## src/rtl/arbiter_iob.sv

```systemverilog
// N-port request arbiter with registered one-hot and binary grants.
// Fixed-priority or round-robin selection, optional hold on request or acknowledge.
module arbiter_iob #(
  parameter int unsigned PORTS                = 4,
  parameter int unsigned ARB_TYPE_ROUND_ROBIN = 0,
  parameter int unsigned ARB_BLOCK            = 0,
  parameter int unsigned ARB_BLOCK_ACK        = 1,
  parameter string       LSB_PRIORITY         = "LOW",
  parameter int unsigned ENC_W                = (PORTS > 1) ? $clog2(PORTS) : 1
) (
  input  logic             clk,
  input  logic             rst,
  input  logic [PORTS-1:0] request,
  input  logic [PORTS-1:0] acknowledge,
  output logic [PORTS-1:0] grant,
  output logic             grant_valid,
  output logic [ENC_W-1:0] grant_encoded
);

  localparam bit HighPrio   = (LSB_PRIORITY == "HIGH");
  localparam bit RoundRobin = (ARB_TYPE_ROUND_ROBIN != 0);
  localparam bit Block      = (ARB_BLOCK != 0);
  localparam bit BlockAck   = (ARB_BLOCK_ACK != 0);

  logic [PORTS-1:0] grant_q, grant_d;
  logic             valid_q, valid_d;
  logic [ENC_W-1:0] enc_q, enc_d;
  logic [PORTS-1:0] mask_q, mask_d;

  logic [PORTS-1:0] masked, sel_vec, rr_mask;
  logic [ENC_W-1:0] sel_idx;
  logic             req_hit, ack_hit, hold;

  // "HIGH": index 0 wins; "LOW": highest index wins.
  function automatic logic [ENC_W-1:0] prio_enc(input logic [PORTS-1:0] vec);
    logic [ENC_W-1:0] idx;
    idx = '0;
    for (int i = 0; i < int'(PORTS); i++) begin
      int k;
      k = HighPrio ? (int'(PORTS) - 1 - i) : i;
      if (vec[k]) idx = ENC_W'(k);
    end
    return idx;
  endfunction

  always_comb begin
    req_hit = |(grant_q & request);
    ack_hit = |(grant_q & acknowledge);
    hold    = Block && valid_q && (BlockAck ? !ack_hit : req_hit);

    masked  = request & mask_q;
    sel_vec = (RoundRobin && (masked != '0)) ? masked : request;
    sel_idx = prio_enc(sel_vec);

    // Next mask favours the ports after the winner in rotation order.
    rr_mask = '0;
    for (int j = 0; j < int'(PORTS); j++) begin
      rr_mask[j] = HighPrio ? (j > int'(sel_idx)) : (j < int'(sel_idx));
    end
  end

  always_comb begin
    grant_d = grant_q;
    valid_d = valid_q;
    enc_d   = enc_q;
    mask_d  = mask_q;
    if (!hold) begin
      if (request != '0) begin
        grant_d = PORTS'(1) << sel_idx;
        valid_d = 1'b1;
        enc_d   = sel_idx;
        if (RoundRobin) mask_d = rr_mask;
      end else begin
        grant_d = '0;
        valid_d = 1'b0;
        enc_d   = '0;
      end
    end
  end

  always_ff @(posedge clk) begin
    if (rst) begin
      grant_q <= '0;
      valid_q <= 1'b0;
      enc_q   <= '0;
      mask_q  <= '0;
    end else begin
      grant_q <= grant_d;
      valid_q <= valid_d;
      enc_q   <= enc_d;
      mask_q  <= mask_d;
    end
  end

  assign grant         = grant_q;
  assign grant_valid   = valid_q;
  assign grant_encoded = enc_q;

endmodule
```

## config.mk

```make
export PLATFORM = sky130hd
export DESIGN_NAME = arbiter_iob
export DESIGN_NICKNAME = d
export VERILOG_FILES = /design/src/rtl/arbiter_iob.sv
export SDC_FILE = /design/constraint.sdc
export NUM_CORES = 1
export LEC_CHECK = 0
export BUFFER_PORTS_ARGS = -buffer_cell sky130_fd_sc_hd__buf_2
export CAP_MARGIN = 20
export CORE_AREA = 3 3 40 42
export DETAILED_ROUTE_END_ITERATION = 12
export DIE_AREA = 0 0 43 45
export GPL_TIMING_DRIVEN = 0
export PLACE_DENSITY = 0.49
export SLEW_MARGIN = 20
export SYNTH_ARGS = -nofsm -noshare
export SYNTH_HDL_FRONTEND = slang
export SYNTH_SLANG_ARGS = --single-unit
```

## constraint.sdc

```tcl
create_clock -name clk -period 0.8 [get_ports clk]
set_input_delay 0.16 -clock clk [delete_from_list [all_inputs] [get_ports clk]]
set_output_delay 0.16 -clock clk [all_outputs]
set_load 0.01 [all_outputs]
```

======== Word-level counts from Yosys, hierarchy flattened ========
Cells that the tools add are included.
Widths: inputs -> output; s select.
storage, ports and cells
  register bits ........................... 7
  output and inout port bits .............. 7
  word-level logic and storage cells ...... 11
cells by class
  shift-type cells ........................ 1
  multiplexer cells ....................... 4
  bitwise logic cells ..................... 1
  reductions and logical operators ........ 2
operators by type and width
  operator             count
  $mux 2               2
  $reduce_bool 4->1    1
  $shl 1x2->4 const A  1
  $mux 1               2
  $reduce_or 2->1      1
  $not 1->1            1

======== Longest topological paths before layout ========
  word-level depth ........................ 4
  depth in mapped cells ................... 2

======== Worst setup path after synthesis ========
No wires, ideal clock.
  kind .................................... input port to flip-flop
  start ................................... in request[3]
  end ..................................... reg grant_q[0] (netlist: grant[0])
  library setup time ...................... 0.088 ns
  data arrival time ....................... 0.451 ns
  required time ........................... 0.712 ns
  setup slack ............................. 0.260 ns
  stages on the path ...................... 2
  path buffers ............................ 0
  cells stage by stage .................... nor2_2 > nor4bb_4
between the ends
  longest elaborated chain between the ends .. 3
  elaborated cells on any way between the ends .. 5
  those cells by class .................... shift: 1; mux: 1; bitwise: 1; reduce/logical: 2
RTL lines
  element                           RTL line  source
  from (decl)                       13        input logic [PORTS-1:0] request,
  $reduce_bool 4->1                 68        if (request != '0) begin
  $not 1->1 (no source line)        --
  $reduce_or 2->1 (no source line)  --
  to (signal assigned)              88        grant_q <= grant_d;
  to (decl)                         25        logic [PORTS-1:0] grant_q, grant_d;
Several ways; a longest one is shown, not always the timed one.
A chain may end at the register's enable or synchronous reset.

======== Final worst setup path ========
  start ................................... reg grant_q[1] (netlist: grant[1])
  end ..................................... out grant[1]
RTL lines
  element    RTL line  source
  to (decl)  15        output logic [PORTS-1:0] grant,
No word-level cell between the ends.

==> metrics.log <==
[metrics] fraction of registers with async set/reset: 0%
[metrics] final wirelength: 440 um
[metrics] Layout area overhead: 50.6%
[metrics] worst path required time: 640 ps
[metrics] starting density of the core: between 10% and 20%
[metrics] number of pins with negative max-slew slack in the final report: 0
[metrics] most used flip-flop cell after synthesis: sky130_fd_sc_hd__dfxtp_1
[metrics] global placement routability congestion: roughly 0.66
[metrics] final setup margin: -26.1 ps
[metrics] final total power: between 0.7 and 0.8 mW
[metrics] final antenna diode count: 0
[metrics] power share of the combinational group: between 10% and 20%
[metrics] clock tree root buffer cell: sky130_fd_sc_hd__clkbuf_4
[metrics] post-route setup TNS: -164 ps
[metrics] Clk pwr share: 40.7%
[metrics] share of the clock period used by the worst path after layout: 103%
[metrics] critical-path cell with the highest stage delay: sky130_fd_sc_hd__dfxtp_1
[metrics] setup repair after global routing missed its margin: true
[metrics] fraction of synthesized cell area taken by the top area cell type: 62.2%
[metrics] Placement Rows: 13
[metrics] peak supply drop: around 0.43 mV
[metrics] part of the total power dissipated in sequential elements: around 50%
[metrics] run status: finished with violations
[metrics] slew at the pin with the worst max-slew slack: around 190 ps
[metrics] violation count after the first detailed-routing iteration: 0
[metrics] number of iterations in the first detailed-routing pass: 1
[metrics] number of vias per cell after detailed routing: 3.61
[metrics] Avg Synthesized Cell Area: 12.5 sq um
[metrics] cell with the most instances after synthesis: sky130_fd_sc_hd__dfxtp_1
[metrics] post-route cell area: approximately 340 sq um
[metrics] Net Sw Power: 0.170 mW
[metrics] critical path's largest stage delay: approximately 300 ps
[metrics] Slew HR: 87.3%
[metrics] pin count of the biggest net entering global routing: 8
[metrics] cell family with the largest share of critical-path delay: flip-flops
[metrics] area enclosed by the die boundary: 1940 sq um
[metrics] post-synthesis cell type with the largest combined area: sky130_fd_sc_hd__dfxtp_1
[metrics] count of buffer and inverter cells on the critical path: 1
[metrics] WL per Instance: between 8 and 9 um
[metrics] shortest clock period the worst path allows after layout: between 800 and 900 ps
[metrics] share of final-layout standard cells stronger than drive strength 1: 58.8%
[metrics] Commonest cells post-synth: 7 x sky130_fd_sc_hd__dfxtp_1, 3 x sky130_fd_sc_hd__nor2_1, 2 x sky130_fd_sc_hd__a21oi_1
[metrics] number of setup violations in the final report: 7
[metrics] count of final hold-check violations: 0
[metrics] Post-DP HPWL: 381 um
[metrics] max-cap viol count: 0
[metrics] total via count after detailed routing: 177
[metrics] total number of clock tree sinks: 7
[metrics] static leakage: roughly 0.16 nW
[metrics] power density over cell area: 2230 nW/um^2
[metrics] clock buffers created by TritonCTS: 3
[metrics] Achievable Freq: 1210 MHz
[metrics] leading post-synthesis cells by cell area: sky130_fd_sc_hd__dfxtp_1 62%, sky130_fd_sc_hd__nor4bb_4 11%, sky130_fd_sc_hd__nor4b_2 6.7%, sky130_fd_sc_hd__nor2_1 5.0%, sky130_fd_sc_hd__a21oi_1 4.4%
[metrics] post-CTS repair timing setup buffer count: 0
[metrics] number of enable flip-flop cells after synthesis: 0
[metrics] nets@finish: 45
[metrics] wire length of the first global-routing pass: 731 um
[metrics] register area share after synthesis: 62.2%
[metrics] initial antenna violation count: 0
[metrics] critical setup path kind: register to primary output
[metrics] number of warnings issued by yosys: 0
[metrics] share of total power consumed by net switching: 22.4%
[metrics] violated checks: negative setup slack
[metrics] synthesized instance count: 18
[metrics] io pins: 17
[metrics] core area: 1280 sq um
[metrics] clock tree from TritonCTS: built
[metrics] grt total ovfl: 0
[metrics] hold buffer count at cts: 0
[metrics] Residual DRC: 0
[metrics] internal power: ~0.59 mW
[metrics] CP cell instances: buf_2
[metrics] capturing element type of the critical path: primary output
[metrics] via count of the first global-routing pass: 201
[metrics] post-synthesis cell area: 225 sq um
[metrics] width of the die: between 40 and 50 um
[metrics] highest net fanout along the worst path: 1
[metrics] Placement Cell Area: 304 sq um
[metrics] number of unique standard cell types used by synthesis: 9
[metrics] Clock Path Buffers: 2
[metrics] total routing resource utilization after global routing: 5.33%
[metrics] number of cells upsized or downsized after cts: 0
[metrics] vertical die dimension: 45 um
[metrics] register clock-pin slew on the reported worst setup and hold paths: 50 ps
[metrics] type of element launching the critical path: register
[metrics] post-route ant nets: 0
[metrics] count of state elements after synthesis: 7
[metrics] # port buffers: 12
[metrics] Synth Net Count: 28
[metrics] Critical Path AT: 670 ps
[metrics] number of levels in the clock H-tree: 1
[metrics] HP Class: primary input to register
==> cell usage in the layout, fill, tap and decap left out, drive strengths merged <==
master  count
buf        12
dfxtp       7
nor2        4
clkbuf      3
a21oi       2
nor3b       1
nor4b       1
nor4bb      1
inv         1
nand2b      1
clkinv      1
==> per-stage QoR <==
stage | setup WS (ps) | hold slack [ps] | std cells | util, %
after floorplan | 260 | 227 | 18 | -
after global placement | 73.6 | 388 | 45 | 23.7
after detailed placement | 44.4 | 388 | 45 | 23.7
after CTS | -46.0 | 119 | 49 | 25.8
after global routing | -68.6 | 134 | 49 | 26.4
final | -26.1 | 131 | 49 | 26.4
==> metal layers <==
metal / vias up / wire length [um] / global-route usage [%]
met3: 0 / 23 / 1.59
li1: 93 / - / -
met1: 79 / 166 / 5.07
met4: 0 / 0 / 7.23
met5: - / 0 / 0
met2: 5 / 251 / 8.08
==> final cells by class <==
type	instances	area, sq um
Clock inverter	1	5.00
Clock buffer	3	22.5
Timing Repair Buffer	12	66.3
Sequential cell	7	141
Tap cell	15	18.8
Fill cell	148	946
Multi-Input combinational cell	10	81.3
Inverter	1	3.75
==> power groups by stage <==
stage	clock network, mW	logic (mW)	registers (mW)
finish	0.308	0.0787	0.370
global route	0.346	0.0865	0.372
CTS	0.325	0.0764	0.369
detailed placement	0	0.0762	0.376
global placement	0	0.0754	0.376
floorplan	0	0.0218	0.386
==> state kept, by name (all words and copies together) (netlist names) <==
signal	cells
grant_valid	1
grant_encoded	2
grant	4
==> worst paths after layout <==
| check | start | end | slack, ps | cells after the start |
|---|---|---|---|---|
| setup / recovery | grant[1] | grant[1] | -30 | 1 |
| hold / removal | request[2] | grant[1] | 130 | 2 |
==> cells by family (layout without fill, tap and decap cells) <==
family	after synthesis	after routing	synth area share (%)
buf+inv	1	17	1.67
simple gates	8	8	31.7
compound gates	2	2	4.44
flops	7	7	62.2
Note: power is estimated with default switching activity, not from simulation.
